[config.mk]
export PLATFORM = sky130hd
export DESIGN_NAME = id_stage_flat
export DESIGN_NICKNAME = d
export VERILOG_FILES = /design/src/rtl/id_stage_pkg.sv /design/src/rtl/id_stage_if.sv /design/src/rtl/id_stage_decode.sv /design/src/rtl/id_stage.sv /design/src/flat_wrapper.sv
export SDC_FILE = /design/constraint.sdc
export NUM_CORES = 1
export LEC_CHECK = 0
export ABC_AREA = 1
export BUFFER_PORTS_ARGS = -buffer_cell sky130_fd_sc_hd__clkbuf_2
export CAP_MARGIN = 10
export CORE_MARGIN = 1
export CORE_UTILIZATION = 30
export CTS_BUF_LIST = sky130_fd_sc_hd__clkbuf_4
export DETAILED_ROUTE_END_ITERATION = 16
export PLACE_DENSITY = 0.63
export REMOVE_ABC_BUFFERS = 1
export SLEW_MARGIN = 30
export SYNTH_ARGS = -nofsm -noshare
export SYNTH_HDL_FRONTEND = slang
export SYNTH_SLANG_ARGS = --single-unit
[constraint.sdc]
create_clock -name clk -period 3 [get_ports clk]
set_input_delay 0.6 -clock clk [delete_from_list [all_inputs] [get_ports clk]]
set_output_delay 0.6 -clock clk [all_outputs]
set_load 0.05 [all_outputs]
[src/rtl/id_stage_pkg.sv]
// -----------------------------------------------------------------------------
// id_stage_pkg
// Shared constants for the RV32I decode stage.
//   opcode_e      : major opcodes recognised by the decoder, including loads
//                   (INST_TYPE_L) and stores (INST_TYPE_S)
//   FUNC7_*       : func7 patterns that separate base, alternate (sub/sra)
//                   and multiply/divide encodings (INST_MUL_DIV)
//   INST_NOP      : addi x0,x0,0, the word shown on inst_o for a bubble
// -----------------------------------------------------------------------------
package id_stage_pkg;

   typedef enum logic [6:0] {
      INST_TYPE_LUI   = 7'b0110111,
      INST_TYPE_AUIPC = 7'b0010111,
      INST_TYPE_JAL   = 7'b1101111,
      INST_TYPE_JALR  = 7'b1100111,
      INST_TYPE_B     = 7'b1100011,
      INST_TYPE_L     = 7'b0000011,
      INST_TYPE_S     = 7'b0100011,
      INST_TYPE_I     = 7'b0010011,
      INST_TYPE_R     = 7'b0110011
   } opcode_e;

   localparam logic [6:0]  FUNC7_BASE   = 7'b0000000;
   localparam logic [6:0]  FUNC7_ALT    = 7'b0100000;
   localparam logic [6:0]  INST_MUL_DIV = 7'b0000001;

   localparam logic [2:0]  FUNC3_SLL    = 3'b001;
   localparam logic [2:0]  FUNC3_SR     = 3'b101;
   localparam logic [2:0]  FUNC3_ADD    = 3'b000;

   localparam logic [31:0] INST_NOP     = 32'h00000013;

endpackage

[src/rtl/id_stage_if.sv]
// -----------------------------------------------------------------------------
// id_stage_if
// Decode-to-execute bus: the registered decode bundle plus its valid/ready
// handshake.
//   master : decode stage (drives everything except dec_ready_i)
//   slave  : execute stage (drives dec_ready_i)
// -----------------------------------------------------------------------------
interface id_stage_if #(
   parameter int XLEN    = 32,
   parameter int RADDR_W = 5
);
   logic               dec_valid_o;
   logic               dec_ready_i;
   logic [31:0]        inst_o;
   logic [XLEN-1:0]    inst_addr_o;
   logic [XLEN-1:0]    op1_o;
   logic [XLEN-1:0]    op2_o;
   logic [RADDR_W-1:0] rd_addr_o;
   logic               reg_wen_o;
   logic [XLEN-1:0]    base_addr_o;
   logic [XLEN-1:0]    addr_offset_o;
   logic               mem_ren_o;
   logic               mem_wen_o;
   logic               illegal_o;

   modport master (
      output dec_valid_o, inst_o, inst_addr_o, op1_o, op2_o, rd_addr_o,
             reg_wen_o, base_addr_o, addr_offset_o, mem_ren_o, mem_wen_o,
             illegal_o,
      input  dec_ready_i
   );

   modport slave (
      input  dec_valid_o, inst_o, inst_addr_o, op1_o, op2_o, rd_addr_o,
             reg_wen_o, base_addr_o, addr_offset_o, mem_ren_o, mem_wen_o,
             illegal_o,
      output dec_ready_i
   );
endinterface

[src/rtl/id_stage_decode.sv]
// -----------------------------------------------------------------------------
// id_decode
// Purely combinational RV32I decoder: instruction word, PC and the (already
// bypassed) register values in, decoded operand/control bundle out.
// Config macro: ID_RV32M_EN -- when defined, R-type with func7=0000001 is a
// legal M op; otherwise it is flagged illegal.
// Ports:
//   inst, pc, rs1_val, rs2_val     : inputs
//   op1, op2, base_addr,
//   addr_offset, rd_addr           : decoded datapath fields
//   reg_wen, mem_ren, mem_wen      : decoded controls
//   illegal                        : encoding not recognised
//   rs1_used, rs2_used             : which sources the instruction reads
// -----------------------------------------------------------------------------
module id_decode
   import id_stage_pkg::*;
#(
   parameter int XLEN    = 32,
   parameter int RADDR_W = 5
) (
   input  logic [31:0]        inst,
   input  logic [XLEN-1:0]    pc,
   input  logic [XLEN-1:0]    rs1_val,
   input  logic [XLEN-1:0]    rs2_val,
   output logic [XLEN-1:0]    op1,
   output logic [XLEN-1:0]    op2,
   output logic [XLEN-1:0]    base_addr,
   output logic [XLEN-1:0]    addr_offset,
   output logic [RADDR_W-1:0] rd_addr,
   output logic               reg_wen,
   output logic               mem_ren,
   output logic               mem_wen,
   output logic               illegal,
   output logic               rs1_used,
   output logic               rs2_used
);

   opcode_e            opcode;
   logic [2:0]         func3;
   logic [6:0]         func7;
   logic [RADDR_W-1:0] rd;
   logic [XLEN-1:0]    imm_i, imm_s, imm_b, imm_j, imm_u, shamt;

   // Immediates are sign-extended by casting the signed field up to XLEN
   assign opcode = opcode_e'(inst[6:0]);
   assign func3  = inst[14:12];
   assign func7  = inst[31:25];
   assign rd     = RADDR_W'(inst[11:7]);
   assign imm_i  = XLEN'($signed(inst[31:20]));
   assign imm_s  = XLEN'($signed({inst[31:25], inst[11:7]}));
   assign imm_b  = XLEN'($signed({inst[31], inst[7], inst[30:25], inst[11:8], 1'b0}));
   assign imm_j  = XLEN'($signed({inst[31], inst[19:12], inst[20], inst[30:21], 1'b0}));
   assign imm_u  = XLEN'($signed({inst[31:12], 12'b0}));
   assign shamt  = XLEN'(inst[24:20]);

   // Per-opcode field selection; anything flagged illegal is scrubbed back to
   // all-zero at the end so execute never sees half-decoded garbage
   always_comb begin
      op1         = '0;
      op2         = '0;
      base_addr   = '0;
      addr_offset = '0;
      rd_addr     = '0;
      reg_wen     = 1'b0;
      mem_ren     = 1'b0;
      mem_wen     = 1'b0;
      illegal     = 1'b0;
      rs1_used    = 1'b0;
      rs2_used    = 1'b0;
      case (opcode)
         INST_TYPE_I: begin
            rs1_used = 1'b1;
            reg_wen  = 1'b1;
            rd_addr  = rd;
            op1      = rs1_val;
            op2      = imm_i;
            if (func3 == FUNC3_SLL) begin
               op2     = shamt;
               illegal = (func7 != FUNC7_BASE);
            end else if (func3 == FUNC3_SR) begin
               op2     = shamt;
               illegal = !(func7 == FUNC7_BASE || func7 == FUNC7_ALT);
            end
         end
         INST_TYPE_R: begin
            rs1_used = 1'b1;
            rs2_used = 1'b1;
            reg_wen  = 1'b1;
            rd_addr  = rd;
            op1      = rs1_val;
            op2      = rs2_val;
            if (func7 == INST_MUL_DIV) begin
`ifdef ID_RV32M_EN
               illegal = 1'b0;
`else
               illegal = 1'b1;
`endif
            end else begin
               if (func3 == FUNC3_SLL || func3 == FUNC3_SR)
                  op2 = XLEN'(rs2_val[4:0]);
               // only add/sub and srl/sra have an alternate func7
               illegal = !(func7 == FUNC7_BASE ||
                           (func7 == FUNC7_ALT && (func3 == FUNC3_ADD || func3 == FUNC3_SR)));
            end
         end
         INST_TYPE_B: begin
            rs1_used    = 1'b1;
            rs2_used    = 1'b1;
            op1         = rs1_val;
            op2         = rs2_val;
            base_addr   = pc;
            addr_offset = imm_b;
            illegal     = (func3 == 3'b010) || (func3 == 3'b011);
         end
         INST_TYPE_JAL: begin
            reg_wen     = 1'b1;
            rd_addr     = rd;
            op1         = pc;
            op2         = XLEN'(4);
            base_addr   = pc;
            addr_offset = imm_j;
         end
         INST_TYPE_JALR: begin
            rs1_used    = 1'b1;
            reg_wen     = 1'b1;
            rd_addr     = rd;
            op1         = pc;
            op2         = XLEN'(4);
            base_addr   = rs1_val;
            addr_offset = imm_i;
            illegal     = (func3 != 3'b000);
         end
         INST_TYPE_LUI: begin
            reg_wen = 1'b1;
            rd_addr = rd;
            op1     = imm_u;
         end
         INST_TYPE_AUIPC: begin
            reg_wen = 1'b1;
            rd_addr = rd;
            op1     = imm_u;
            op2     = pc;
         end
         INST_TYPE_L: begin
            rs1_used    = 1'b1;
            reg_wen     = 1'b1;
            mem_ren     = 1'b1;
            rd_addr     = rd;
            op1         = rs1_val;
            base_addr   = rs1_val;
            addr_offset = imm_i;
            illegal     = (func3 == 3'b011) || (func3 == 3'b110) || (func3 == 3'b111);
         end
         INST_TYPE_S: begin
            rs1_used    = 1'b1;
            rs2_used    = 1'b1;
            mem_wen     = 1'b1;
            op1         = rs1_val;
            op2         = rs2_val;
            base_addr   = rs1_val;
            addr_offset = imm_s;
            illegal     = (func3 > 3'b010);
         end
         default: illegal = 1'b1;
      endcase
      if (illegal) begin
         op1         = '0;
         op2         = '0;
         base_addr   = '0;
         addr_offset = '0;
         rd_addr     = '0;
         reg_wen     = 1'b0;
         mem_ren     = 1'b0;
         mem_wen     = 1'b0;
         rs1_used    = 1'b0;
         rs2_used    = 1'b0;
      end
   end

endmodule

[src/rtl/id_stage.sv]
// -----------------------------------------------------------------------------
// id_stage
// Registered RV32I decode stage (decode logic + id_ex register).
// Config macro: ID_RV32M_EN (passed down to id_decode) enables M-extension
// R-type encodings; undefined, they are flagged illegal.
// Ports:
//   clk, rst                       : clock, synchronous active-low reset
//   inst_valid_i/inst_ready_o,
//   inst_i, inst_addr_i            : upstream instruction handshake
//   rs1/rs2_addr_o, rs1/rs2_data_i : register file read port
//   wb_wen_i, wb_rd_i, wb_data_i   : write-back, bypassed into operands
//   flush_i                        : kill stage contents (taken branch/jump)
//   dec                            : registered decode bus to execute
// -----------------------------------------------------------------------------
module id_stage
   import id_stage_pkg::*;
#(
   parameter int          XLEN     = 32,
   parameter int          RADDR_W  = 5,
   parameter logic [31:0] NOP_INST = INST_NOP
) (
   input  logic               clk,
   input  logic               rst,
   input  logic               inst_valid_i,
   output logic               inst_ready_o,
   input  logic [31:0]        inst_i,
   input  logic [XLEN-1:0]    inst_addr_i,
   output logic [RADDR_W-1:0] rs1_addr_o,
   output logic [RADDR_W-1:0] rs2_addr_o,
   input  logic [XLEN-1:0]    rs1_data_i,
   input  logic [XLEN-1:0]    rs2_data_i,
   input  logic               wb_wen_i,
   input  logic [RADDR_W-1:0] wb_rd_i,
   input  logic [XLEN-1:0]    wb_data_i,
   input  logic               flush_i,
   id_stage_if.master         dec
);

   logic [XLEN-1:0]    rs1_val, rs2_val;
   logic [XLEN-1:0]    d_op1, d_op2, d_base, d_offset;
   logic [RADDR_W-1:0] d_rd;
   logic               d_reg_wen, d_mem_ren, d_mem_wen, d_illegal;
   logic               d_rs1_used, d_rs2_used;
   logic               load_en, hz;

   assign rs1_addr_o = RADDR_W'(inst_i[19:15]);
   assign rs2_addr_o = RADDR_W'(inst_i[24:20]);

   // x0 reads zero; otherwise a same-cycle write-back to the source wins over
   // the stale register-file value
   assign rs1_val = (rs1_addr_o == '0) ? '0 :
                    (wb_wen_i && wb_rd_i == rs1_addr_o) ? wb_data_i : rs1_data_i;
   assign rs2_val = (rs2_addr_o == '0) ? '0 :
                    (wb_wen_i && wb_rd_i == rs2_addr_o) ? wb_data_i : rs2_data_i;

   id_decode #(
      .XLEN    (XLEN),
      .RADDR_W (RADDR_W)
   ) u_decode (
      .inst        (inst_i),
      .pc          (inst_addr_i),
      .rs1_val     (rs1_val),
      .rs2_val     (rs2_val),
      .op1         (d_op1),
      .op2         (d_op2),
      .base_addr   (d_base),
      .addr_offset (d_offset),
      .rd_addr     (d_rd),
      .reg_wen     (d_reg_wen),
      .mem_ren     (d_mem_ren),
      .mem_wen     (d_mem_wen),
      .illegal     (d_illegal),
      .rs1_used    (d_rs1_used),
      .rs2_used    (d_rs2_used)
   );

   // A load sitting in the register cannot forward its data yet, so an
   // instruction that reads its destination must wait one cycle
   assign load_en = !dec.dec_valid_o || dec.dec_ready_i;
   assign hz      = dec.dec_valid_o && dec.mem_ren_o && (dec.rd_addr_o != '0) &&
                    ((d_rs1_used && dec.rd_addr_o == rs1_addr_o) ||
                     (d_rs2_used && dec.rd_addr_o == rs2_addr_o));
   assign inst_ready_o = load_en && !hz;

   // id_ex register. Reset, flush (even under backpressure) and a load-use
   // stall all leave the same bubble, so they share one branch with reset
   // listed first; otherwise the register only moves when execute can take it
   always_ff @(posedge clk) begin
      if (!rst || flush_i || (load_en && hz)) begin
         dec.dec_valid_o   <= 1'b0;
         dec.inst_o        <= NOP_INST;
         dec.inst_addr_o   <= '0;
         dec.op1_o         <= '0;
         dec.op2_o         <= '0;
         dec.rd_addr_o     <= '0;
         dec.reg_wen_o     <= 1'b0;
         dec.base_addr_o   <= '0;
         dec.addr_offset_o <= '0;
         dec.mem_ren_o     <= 1'b0;
         dec.mem_wen_o     <= 1'b0;
         dec.illegal_o     <= 1'b0;
      end else if (load_en) begin
         dec.dec_valid_o   <= inst_valid_i;
         dec.inst_o        <= inst_i;
         dec.inst_addr_o   <= inst_addr_i;
         dec.op1_o         <= d_op1;
         dec.op2_o         <= d_op2;
         dec.rd_addr_o     <= d_rd;
         dec.reg_wen_o     <= d_reg_wen;
         dec.base_addr_o   <= d_base;
         dec.addr_offset_o <= d_offset;
         dec.mem_ren_o     <= d_mem_ren;
         dec.mem_wen_o     <= d_mem_wen;
         dec.illegal_o     <= d_illegal;
      end
   end

endmodule
[src/flat_wrapper.sv]
// flat-port wrapper written by rule: the top's interface ports become plain ports
module id_stage_flat import id_stage_pkg::*;
#(
   parameter int          XLEN     = 32,
   parameter int          RADDR_W  = 5,
   parameter logic [31:0] NOP_INST = INST_NOP
)
  (clk, rst, inst_valid_i, inst_ready_o, inst_i, inst_addr_i, rs1_addr_o, rs2_addr_o, rs1_data_i, rs2_data_i, wb_wen_i, wb_rd_i, wb_data_i, flush_i, dec_dec_valid_o, dec_inst_o, dec_inst_addr_o, dec_op1_o, dec_op2_o, dec_rd_addr_o, dec_reg_wen_o, dec_base_addr_o, dec_addr_offset_o, dec_mem_ren_o, dec_mem_wen_o, dec_illegal_o, dec_dec_ready_i);
  id_stage_if #(.XLEN(XLEN), .RADDR_W(RADDR_W)) dec_i ();
  input  logic clk;
  input  logic rst;
  input  logic inst_valid_i;
  output logic inst_ready_o;
  input  logic [31:0] inst_i;
  input  logic [XLEN-1:0] inst_addr_i;
  output logic [RADDR_W-1:0] rs1_addr_o;
  output logic [RADDR_W-1:0] rs2_addr_o;
  input  logic [XLEN-1:0] rs1_data_i;
  input  logic [XLEN-1:0] rs2_data_i;
  input  logic wb_wen_i;
  input  logic [RADDR_W-1:0] wb_rd_i;
  input  logic [XLEN-1:0] wb_data_i;
  input  logic flush_i;
  output wire logic [$bits(dec_i.dec_valid_o)-1:0] dec_dec_valid_o;
  output wire logic [$bits(dec_i.inst_o)-1:0] dec_inst_o;
  output wire logic [$bits(dec_i.inst_addr_o)-1:0] dec_inst_addr_o;
  output wire logic [$bits(dec_i.op1_o)-1:0] dec_op1_o;
  output wire logic [$bits(dec_i.op2_o)-1:0] dec_op2_o;
  output wire logic [$bits(dec_i.rd_addr_o)-1:0] dec_rd_addr_o;
  output wire logic [$bits(dec_i.reg_wen_o)-1:0] dec_reg_wen_o;
  output wire logic [$bits(dec_i.base_addr_o)-1:0] dec_base_addr_o;
  output wire logic [$bits(dec_i.addr_offset_o)-1:0] dec_addr_offset_o;
  output wire logic [$bits(dec_i.mem_ren_o)-1:0] dec_mem_ren_o;
  output wire logic [$bits(dec_i.mem_wen_o)-1:0] dec_mem_wen_o;
  output wire logic [$bits(dec_i.illegal_o)-1:0] dec_illegal_o;
  input wire logic [$bits(dec_i.dec_ready_i)-1:0] dec_dec_ready_i;
  assign dec_dec_valid_o = dec_i.dec_valid_o;
  assign dec_inst_o = dec_i.inst_o;
  assign dec_inst_addr_o = dec_i.inst_addr_o;
  assign dec_op1_o = dec_i.op1_o;
  assign dec_op2_o = dec_i.op2_o;
  assign dec_rd_addr_o = dec_i.rd_addr_o;
  assign dec_reg_wen_o = dec_i.reg_wen_o;
  assign dec_base_addr_o = dec_i.base_addr_o;
  assign dec_addr_offset_o = dec_i.addr_offset_o;
  assign dec_mem_ren_o = dec_i.mem_ren_o;
  assign dec_mem_wen_o = dec_i.mem_wen_o;
  assign dec_illegal_o = dec_i.illegal_o;
  assign dec_i.dec_ready_i = dec_dec_ready_i;
  id_stage #(.XLEN(XLEN), .RADDR_W(RADDR_W), .NOP_INST(NOP_INST)) u_core (.clk(clk), .rst(rst), .inst_valid_i(inst_valid_i), .inst_ready_o(inst_ready_o), .inst_i(inst_i), .inst_addr_i(inst_addr_i), .rs1_addr_o(rs1_addr_o), .rs2_addr_o(rs2_addr_o), .rs1_data_i(rs1_data_i), .rs2_data_i(rs2_data_i), .wb_wen_i(wb_wen_i), .wb_rd_i(wb_rd_i), .wb_data_i(wb_data_i), .flush_i(flush_i), .dec(dec_i));
endmodule
==> results of run 1 <==
[flip-flops by register name, indices dropped and copies added (netlist names)]
register,flops
u_core.dec.mem_wen_o,1
u_core.dec.dec_valid_o,1
u_core.dec.reg_wen_o,1
u_core.dec.inst_addr_o,32
u_core.dec.addr_offset_o,21
u_core.dec.rd_addr_o,5
u_core.dec.mem_ren_o,1
u_core.dec.illegal_o,1
u_core.dec.base_addr_o,32
u_core.dec.inst_o,32
u_core.dec.op1_o,32
u_core.dec.op2_o,32
[power breakdown]
part / leakage, uW / total [uW] / internal, uW / switching [uW]
logic: 0.00530 / 965 / 266 / 698
registers: 0.00155 / 2600 / 2580 / 23.4
clock network: 0.000151 / 1500 / 503 / 1000
total: 0.00700 / 5070 / 3350 / 1720
[tightest hold or removal path, stage by stage]
cell and delay (ps):
clkbuf_2 70, nor2_1 30, nor2_1 90
[what timing repair did]
item	in CTS	in global routing
hold endpoints to repair	0	0
setup endpoints to repair	0	1
gates resized for setup	0	3
[stage by stage]
stage               utilization  hold slack, ps  TNS (ps)
finish                   0.3782           186.7         0
global route             0.3782           150.1         0
CTS                      0.3778           117.9         0
detailed placement       0.3702           470.1         0
global placement         0.3695           475.5         0
floorplan                     -           726.0   -886030
[layout make-up]
type / count / area, um^2 / share of cell area
repair buffers: 426 / 2401 / 0.1734
clock buffers: 18 / 135.1 / 0.009761
multi-input cells: 1243 / 5594 / 0.4041
diodes: 2 / 5.005 / 0.0003615
inverters: 307 / 1157 / 0.08360
flip-flops and latches: 191 / 3825 / 0.2763
well taps: 468 / 585.6 / 0.04230
clock inverters: 14 / 141.4 / 0.01021
[layer usage]
| layer | global-route usage | share of wire | vias up |
|---|---|---|---|
| li1 | - | - | 6399 |
| met1 | 0.3109 | 0.43 | 5988 |
| met4 | 0.07670 | 0.022 | 0 |
| met3 | 0.04980 | 0.080 | 64 |
| met2 | 0.4079 | 0.47 | 625 |
| met5 | 0 | 0 | - |
[cells in the mapped netlist]
master / instances / area (um^2)
o21ai_1: 2 / 10.01
nor3_4: 2 / 32.53
a21boi_0: 12 / 90.09
a22oi_1: 6 / 45.04
a21oi_1: 103 / 515.5
xor2_1: 1 / 8.760
nor3_1: 2 / 10.01
o211ai_1: 1 / 7.510
clkbuf_1: 70 / 262.8
nor2_2: 3 / 18.77
inv_2: 10 / 37.54
buf_1: 6 / 22.52
xnor2_1: 3 / 26.28
nor2_1: 345 / 1295
a31oi_1: 1 / 6.260
nand3_2: 3 / 30.03
inv_1: 297 / 1115
nand4_1: 37 / 231.5
o22ai_1: 30 / 187.7
buf_6: 12 / 135.1
buf_4: 25 / 187.7
o21ai_0: 93 / 465.5
o21ai_2: 2 / 17.52
nor2_4: 2 / 22.52
mux2i_1: 4 / 40.04
nand3_1: 164 / 820.8
buf_2: 17 / 85.08
nand2_2: 5 / 31.28
nand2_1: 422 / 1584
dfxtp_1: 191 / 3824
[how the worst max path moves through the flow]
stage | slack [ps] | end | cells past startpoint | start
floorplan | -4550 | u_core.dec.addr_offset_o[0]$_SDFFE_PP0P_ | 6 | u_core.dec.dec_valid_o$_SDFFE_PP0P_
global placement | 160 | u_core.dec.base_addr_o[21]$_SDFFE_PP0P_ | 11 | inst_i[21]
detailed placement | 150 | u_core.dec.base_addr_o[12]$_SDFFE_PP0P_ | 11 | inst_i[21]
CTS | 9 | inst_ready_o | 8 | u_core.dec.rd_addr_o[1]$_SDFFE_PP0P_
global route | 20 | inst_ready_o | 8 | u_core.dec.rd_addr_o[2]$_SDFFE_PP0P_
finish | 220 | inst_ready_o | 8 | u_core.dec.rd_addr_o[2]$_SDFFE_PP0P_
[cells by family (layout without fill, tap and decap cells)]
kind of cell,Yosys count,in the layout
XOR/XNOR,4,4
AND/OR/NAND/NOR,985,985
buffers and inverters,437,765
multiplexers,4,4
other,0,2
AO/OA/AOI/OAI,250,250
flip-flops,191,191
==> flow_metrics.env, run 1 <==
export IMPL_path_clk_slew_ps=160
export IMPL_cp_start_kind="flop"
export IMPL_ys_warn_count=0
export IMPL_clock_skew_ps=39.10
export IMPL_dr_pass1_iters=5
export IMPL_ctsHoldBuffers=0
export IMPL_antenna_left=0
export IMPL_drc=0
export IMPL_cp_arrival_ps=2180
export IMPL_coreArea_um2=36610
export IMPL_grt_pass1_vias=12170
export IMPL_placedCellCount=2635
export IMPL_slowest_delay_ps=420
export IMPL_postLayoutCellArea_um2=13840
export IMPL_p_leak_uw=0.007002
export IMPL_synth_top_family_by_area="simple AND/OR/NAND/NOR gates"
export IMPL_grt_pass1_wl_um=70790
export IMPL_rrSetupSlack_ps=750
export IMPL_io_pins=384
export IMPL_timing_rr_end="u_core.dec.base_addr_o[17]$_SDFFE_PP0P_"
export IMPL_dieArea_um2=37990
export IMPL_track_usage=0.2432
export IMPL_fmaxAchievable_ghz=0.3597
export IMPL_grt_ovfl_total=0
export IMPL_path_max_fanout=4
export IMPL_vdd_drop_max_uv=255.4
export IMPL_synth_mux_area_fraction=0.003586
export IMPL_final_common_cell="nand2_1"
export IMPL_status="completed"
export IMPL_drv_cap=0
export IMPL_syn_to_final_growth_pct=23.99
export IMPL_antenna_found_initial=1
export IMPL_worstHoldPathType="in2reg"
export IMPL_crit_slowest_cell="dfxtp_1"
export IMPL_crit_type="reg2out"
export IMPL_grt_max_degree=113
export IMPL_avgSynthCellArea_um2=5.968
export IMPL_start_util=0.3050
export IMPL_cts_htree_levels=4
export IMPL_min_period_ps=2780
export IMPL_nFillCells=4043
export IMPL_die_h_um=194.9
export IMPL_synthSimpleGateAreaFrac=0.3651
export IMPL_tritoncts="done"
export IMPL_powerDensity_nw_per_um2=366.4
export IMPL_die_x_um=194.9
export IMPL_yosysSeqAreaShare=0.3424
export IMPL_crit_path_end_kind="output port"
export IMPL_setup_ws_ps=219.6
export IMPL_root_buffer="clkbuf_4"
export IMPL_setup_viol=0
export IMPL_vias_per_cell=4.899
export IMPL_synth_distinct_cells=30
export IMPL_gp_congestion=0.8599
export IMPL_vias=13080
export IMPL_cp_cell_sequence="inv_1 -> nand2_1 -> nand4_1 -> nor2_1 -> nand2_1 -> a21oi_2 -> a21oi_1 -> buf_2"
export IMPL_regToRegStartpoint="u_core.dec.rd_addr_o[2]$_SDFFE_PP0P_"
export IMPL_fin_crit_sh=0.9268
export IMPL_final_cell_mix="nand2_1, clkbuf_2, nor2_1"
export IMPL_avgRoutedWirePerCell_um=17.67
export IMPL_syn_cell_area_um2=11170
export IMPL_numCtsBuffers=17
export IMPL_wl_um=47150
export IMPL_worstMarginPinSlew_ps=933.0
export IMPL_place_area_um2=13550
export IMPL_critical_path_required_ps=2400
export IMPL_hold_viol=0
export IMPL_post_cts_setup_buffer_count=0
export IMPL_drt_iter0_drc=860
export IMPL_finalPower_uw=5073
export IMPL_r2r_cells=10
export IMPL_ys_ff_latch=191
export IMPL_dp_hpwl_um=33420
export IMPL_drive_gt1_frac=0.2256
export IMPL_fin_cells=2669
export IMPL_clkSinkCount=191
export IMPL_finalMaxSlewViolations=0
export IMPL_crit_buf_inv=2
export IMPL_min_from="inst_valid_i"
export IMPL_synth_xor_area_frac=0.003138
export IMPL_synth_compound_area_frac=0.1205
export IMPL_rsz0062_at_grt="no"
export IMPL_relSlewSlack=0.3765
export IMPL_postSynthCellCount=1871
export IMPL_min_path_cells=3
export IMPL_pre_cts_ws_ps=149.4
export IMPL_synthAdderAreaFrac=0
export IMPL_port_buffer_count=383
export IMPL_nNetsFinal=2357
export IMPL_cp_common_cell="nand2_1"
export IMPL_cts_buffer_depth=2
export IMPL_critPathTopFamily="simple AND/OR/NAND/NOR gates"
export IMPL_hold_end="u_core.dec.dec_valid_o$_SDFFE_PP0P_"
export IMPL_rows=70
export IMPL_clock_latency_ps=650
No activity file was read; power rests on OpenSTA's default activity.
==> run 2, diff against run 1 <==
- CELL_PAD_IN_SITES_DETAIL_PLACEMENT: not set -> 0
- CELL_PAD_IN_SITES_GLOBAL_PLACEMENT: not set -> 1
- PLACE_DENSITY: 0.63 -> 0.84
==> run 2 against run 1 <==
Routed wire length down 0.68%. Core utilization up 0.099 points. Worst hold slack worse by 19 ps. Sequential cell count unchanged. Critical path type unchanged. Critical endpoint unchanged. Largest cell class unchanged.
==> flow_metrics.env, run 2 (same netlist as run 1, synthesis figures left out) <==
export IMPL_status="completed"
export IMPL_vdd_drop_max_uv=264.7
export IMPL_die_x_um=194.9
export IMPL_powerDensity_nw_per_um2=367.4
export IMPL_drive_gt1_frac=0.2305
export IMPL_grt_ovfl_total=0
export IMPL_post_cts_setup_buffer_count=0
export IMPL_relSlewSlack=0.5642
export IMPL_rows=70
export IMPL_track_usage=0.2444
export IMPL_cts_htree_levels=4
export IMPL_hold_end="u_core.dec.dec_valid_o$_SDFFE_PP0P_"
export IMPL_grt_pass1_wl_um=70590
export IMPL_clock_latency_ps=660
export IMPL_antenna_left=0
export IMPL_fmaxAchievable_ghz=0.3519
export IMPL_rrSetupSlack_ps=800
export IMPL_worstMarginPinSlew_ps=653.7
export IMPL_cp_common_cell="a21oi_1"
export IMPL_cp_arrival_ps=2240
export IMPL_port_buffer_count=383
export IMPL_slowest_delay_ps=490
export IMPL_pre_cts_ws_ps=236.8
export IMPL_crit_path_end_kind="output port"
export IMPL_min_period_ps=2842
export IMPL_place_area_um2=13580
export IMPL_path_max_fanout=4
export IMPL_root_buffer="clkbuf_4"
export IMPL_grt_pass1_vias=11970
export IMPL_start_util=0.3050
export IMPL_antenna_found_initial=2
export IMPL_postLayoutCellArea_um2=13880
export IMPL_syn_to_final_growth_pct=24.32
export IMPL_path_clk_slew_ps=160
export IMPL_coreArea_um2=36610
export IMPL_timing_rr_end="u_core.dec.base_addr_o[30]$_SDFFE_PP0P_"
export IMPL_wl_um=46830
export IMPL_worstHoldPathType="in2reg"
export IMPL_rsz0062_at_grt="no"
export IMPL_vias_per_cell=4.823
export IMPL_nNetsFinal=2367
export IMPL_clock_skew_ps=28.08
export IMPL_drv_cap=0
export IMPL_setup_ws_ps=158.1
export IMPL_hold_viol=0
export IMPL_final_common_cell="nand2_1"
export IMPL_setup_viol=0
export IMPL_dp_hpwl_um=33800
export IMPL_io_pins=384
export IMPL_dr_pass1_iters=5
export IMPL_crit_slowest_cell="dfxtp_1"
export IMPL_p_leak_uw=0.007012
export IMPL_numCtsBuffers=17
export IMPL_die_h_um=194.9
export IMPL_cp_start_kind="flop"
export IMPL_gp_congestion=0.9284
export IMPL_drc=0
export IMPL_min_from="inst_valid_i"
export IMPL_final_cell_mix="nand2_1, clkbuf_2, nor2_1"
export IMPL_clkSinkCount=191
export IMPL_r2r_cells=9
export IMPL_vias=12920
export IMPL_critical_path_required_ps=2400
export IMPL_regToRegStartpoint="u_core.dec.rd_addr_o[0]$_SDFFE_PP0P_"
export IMPL_tritoncts="done"
export IMPL_fin_crit_sh=0.9473
export IMPL_finalMaxSlewViolations=0
export IMPL_drt_iter0_drc=850
export IMPL_avgRoutedWirePerCell_um=17.48
export IMPL_grt_max_degree=90
export IMPL_crit_type="reg2out"
export IMPL_cp_cell_sequence="xnor2_1 -> nand3_1 -> nor2_2 -> nand2_1 -> a21oi_1 -> a21oi_1 -> buf_2"
export IMPL_cts_buffer_depth=2
export IMPL_min_path_cells=3
export IMPL_dieArea_um2=37990
==> run 2: cell count changes in the layout (fill, tap and decap cells not counted), sizes merged <==
cell	change
diode	+1
clkinvlp	+4
inv	-3
clkinv	-4
bufinv	+1
buf	+10
clkbuf	+1
==> run 2: worst max-delay path, delay by kind of cell, from the launching register on <==
| family | cells | cell delay (ps) |
|---|---|---|
| DFF | 1 | 490 |
| AOI/OAI and AO/OA | 2 | 360 |
| and+or+nand+nor | 3 | 330 |
| buffers and inverters | 1 | 250 |
| xor gates and xnor gates | 1 | 150 |
==> run 2: worst max-delay path by stage <==
| stage | slack (ps) | depth (start not counted) | startpoint | end |
|---|---|---|---|---|
| 2_1_floorplan | -4550 | 6 | u_core.dec.dec_valid_o$_SDFFE_PP0P_ | u_core.dec.addr_offset_o[0]$_SDFFE_PP0P_ |
| 3_3_place_gp | 250 | 11 | inst_i[3] | inst_ready_o |
| 3_5_place_dp | 240 | 11 | inst_i[4] | inst_ready_o |
| 4_1_cts | 10 | 8 | u_core.dec.rd_addr_o[1]$_SDFFE_PP0P_ | inst_ready_o |
| 5_1_grt | 20 | 8 | u_core.dec.rd_addr_o[1]$_SDFFE_PP0P_ | inst_ready_o |
| 6_report | 160 | 7 | u_core.dec.rd_addr_o[0]$_SDFFE_PP0P_ | inst_ready_o |
==> run 2: cell type report <==
class                   instances  area (um^2)
fillers                      4106        22730
multi-input cells            1243         5600
flip-flops and latches        191         3827
repair buffers                436         2415
inverters                     307         1157
well taps                     468        585.6
clock inverters                12        145.1
clock buffers                  19        142.6
diodes                          3        7.507
==> run 2: routing by layer <==
layer  GRT usage  part of all wire  routed length [um]  vias up
met5           0           0.00019                   9        -
met4     0.08953             0.031                1438        2
met3     0.05102             0.078                3652       78
met2      0.4040              0.46               21740      560
met1      0.3119              0.43               19990     5862
li1            -                 -                   -     6418
==> run 2: stage by stage <==
step                      std cells  hold WS [ps]  total power, uW  TNS [ps]    util
after CTS                      2676         101.0             5165         0  0.3788
after global placement         2645         481.2             3609         0  0.3709
after detailed placement       2645         477.7             3615         0  0.3709
after global routing           2678         130.3             5334         0  0.3791
after floorplan                1741         726.0             3139   -886030       -
final                          2679         168.0             5100         0  0.3792
==> run 2: what timing repair did <==
action / 4_1_cts / 5_1_grt
setup endpoints to repair: 0 / 1
resized for setup: 0 / 5
hold buffers: 0 / 0
==> run 2: where the power goes <==
part,internal (uW),switching [uW]
clock,582,954
sequential,2580,23.0
combinational,265,696
==> run 3, diff against run 2 <==
--- a/config.mk
+++ b/config.mk
@@ -12,7 +12,6 @@
 export CELL_PAD_IN_SITES_GLOBAL_PLACEMENT = 1
-export CORE_MARGIN = 1
-export CORE_UTILIZATION = 30
+export CORE_UTILIZATION = 37
 export CTS_BUF_LIST = sky130_fd_sc_hd__clkbuf_4
 export DETAILED_ROUTE_END_ITERATION = 16
-export PLACE_DENSITY = 0.84
+export PLACE_DENSITY = 0.95
 export REMOVE_ABC_BUFFERS = 1
==> constraint.sdc (replaced) <==
create_clock -name clk -period 3 [get_ports clk]
set_input_delay 0.3 -clock clk [delete_from_list [all_inputs] [get_ports clk]]
set_output_delay 0.3 -clock clk [all_outputs]
set_load 0.05 [all_outputs]
==> run 3 against run 2 <==
Register-to-register slack worse by 30 ps. Critical path depth is 5 higher. Clock-buffer cell count is 2 lower. Sequential power hardly changed. Die area is 19% lower. Critical path type is now in2out. Via count is 0.36% higher. Non-clock buffer count is 7 higher. Combinational power is 0.8% lower. Clock power is 8% lower. Sequential cell count stayed put. Clock skew is 3.2 ps higher.
==> flow_metrics.env, run 3 (same netlist as run 1, synthesis figures left out) <==
export IMPL_status="completed"
export IMPL_dp_hpwl_um=30440
export IMPL_grt_pass1_wl_um=65430
export IMPL_nNetsFinal=2374
export IMPL_path_max_fanout=31
export IMPL_rsz0062_at_grt="no"
export IMPL_tritoncts="done"
export IMPL_final_common_cell="nand2_1"
export IMPL_grt_ovfl_total=0
export IMPL_placedCellCount=2550
export IMPL_clkSinkCount=191
export IMPL_die_x_um=175.7
export IMPL_vias=12970
export IMPL_final_cell_mix="nand2_1, clkbuf_2, nor2_1"
export IMPL_hold_viol=0
export IMPL_coreArea_um2=29640
export IMPL_cts_htree_levels=4
export IMPL_post_cts_setup_buffer_count=0
export IMPL_crit_path_end_kind="output port"
export IMPL_avgRoutedWirePerCell_um=16.65
export IMPL_drive_gt1_frac=0.2202
export IMPL_powerDensity_nw_per_um2=360.3
export IMPL_worstMarginPinSlew_ps=781.3
export IMPL_grt_max_degree=88
export IMPL_antenna_found_initial=1
export IMPL_relSlewSlack=0.4791
export IMPL_worstHoldPathType="in2reg"
export IMPL_min_period_ps=2849
export IMPL_power_internal_uw=3276
export IMPL_start_util=0.3767
export IMPL_final_util=0.4660
export IMPL_grt_pass1_vias=11890
export IMPL_cp_arrival_ps=2550
export IMPL_vias_per_cell=4.972
export IMPL_p_leak_uw=0.007006
export IMPL_critical_path_required_ps=2700
export IMPL_power_frac_seq=0.523
export IMPL_setup_viol=0
export IMPL_cp_start_kind="input pin"
export IMPL_port_buffer_count=383
export IMPL_track_usage=0.2730
export IMPL_vdd_drop_max_uv=213.9
export IMPL_fmaxAchievable_ghz=0.3510
export IMPL_root_buffer="clkbuf_4"
export IMPL_cts_buffer_depth=2
export IMPL_rows=63
export IMPL_crit_type="in2out"
export IMPL_fin_cells=2608
export IMPL_drv_cap=0
export IMPL_numCtsBuffers=17
export IMPL_clock_latency_ps=610
export IMPL_p_sw_uw=1700
export IMPL_dieArea_um2=30880
export IMPL_finalMaxSlewViolations=0
export IMPL_drt_iter0_drc=996
export IMPL_place_area_um2=13300
export IMPL_dr_pass1_iters=5
export IMPL_power_frac_comb=0.192
export IMPL_fin_tns_setup_ps=0
export IMPL_syn_to_final_growth_pct=23.70
export IMPL_io_pins=384
export IMPL_wl_um=43430
export IMPL_postLayoutCellArea_um2=13810
export IMPL_fin_crit_sh=0.9497
export IMPL_p_clk_frac=0.285
export IMPL_gp_congestion=0.9064
export IMPL_p_sw_frac=0.3417
export IMPL_drc=0
export IMPL_die_h_um=175.7
export IMPL_path_clk_slew_ps=170
export IMPL_antenna_left=0
export IMPL_clock_skew_ps=31.28
[run 3: cell types whose count changed in the layout (fill, tap and decap cells not counted), sizes merged]
| cell | previous run | this run |
|---|---|---|
| buf | 54 | 36 |
| bufinv | 3 | 1 |
| clkbuf | 401 | 400 |
| clkinv | 6 | 7 |
| clkinvlp | 4 | 2 |
| diode | 3 | 2 |
| dlygate4sd3 | 0 | 24 |
| inv | 306 | 312 |
[run 3: through the flow]
step	hold slack [ps]	total power (uW)	setup WS [ps]
after floorplan	434.2	3139	-4550
after global placement	485.5	3568	535.5
after detailed placement	482.5	3575	541.3
after CTS	0.2728	5008	70.54
after global routing	17.35	5195	22.63
final	43.37	4976	150.8
[run 3: final cells by class]
| type | count | area, um^2 |
|---|---|---|
| Timing Repair Buffer | 443 | 2485 |
| Inverter | 307 | 1157 |
| Tap cell | 390 | 488.0 |
| Clock buffer | 17 | 127.6 |
| Sequential cell | 191 | 3824 |
| Multi-Input combinational cell | 1243 | 5590 |
| Fill cell | 3210 | 15830 |
| Clock inverter | 15 | 135.1 |
| Antenna cell | 2 | 5.005 |
[run 3: power groups by stage]
stage	clock (uW)	combinational, uW	sequential, uW
2_1_floorplan	0	339	2800
3_3_place_gp	0	911	2660
3_5_place_dp	0	918	2660
4_1_cts	1460	946	2600
5_1_grt	1560	1020	2610
6_report	1420	953	2600
[run 3: per-layer routing]
| metal | GRT usage | wire length [um] |
|---|---|---|
| met2 | 0.4593 | 20460 |
| met1 | 0.3574 | 18990 |
| met5 | 0 | 0 |
| met4 | 0.07572 | 879 |
| met3 | 0.04632 | 3094 |
[run 3: worst paths after layout]
check,start,to,slack [ps],cells past startpoint
worst min register to register,u_core.dec.illegal_o$_SDFFE_PP0P_,u_core.dec.illegal_o$_SDFFE_PP0P_,530,2
worst min-delay path,inst_addr_i[17],u_core.dec.base_addr_o[17]$_SDFFE_PP0P_,40,5
worst max-delay path,inst_i[30],inst_ready_o,150,12
worst max register to register,u_core.dec.rd_addr_o[1]$_SDFFE_PP0P_,u_core.dec.base_addr_o[16]$_SDFFE_PP0P_,770,10
[run 3: critical path, stage by stage]
cell and delay [ps]:
dlygate4sd3_1 570, clkbuf_2 140, inv_1 180, nand2_1 100, nor2_1 170, nor2_1 60, nand3_1 80, nand3_2 150
nor2_4 170, buf_8 240, a21oi_1 120, clkbuf_2 270
[run 3: repair_timing]
action,4_1_cts,5_1_grt
setup endpoints to repair,0,1
resized for setup,0,2
hold buffers,24,0
endpoints found under the hold margin,25,0
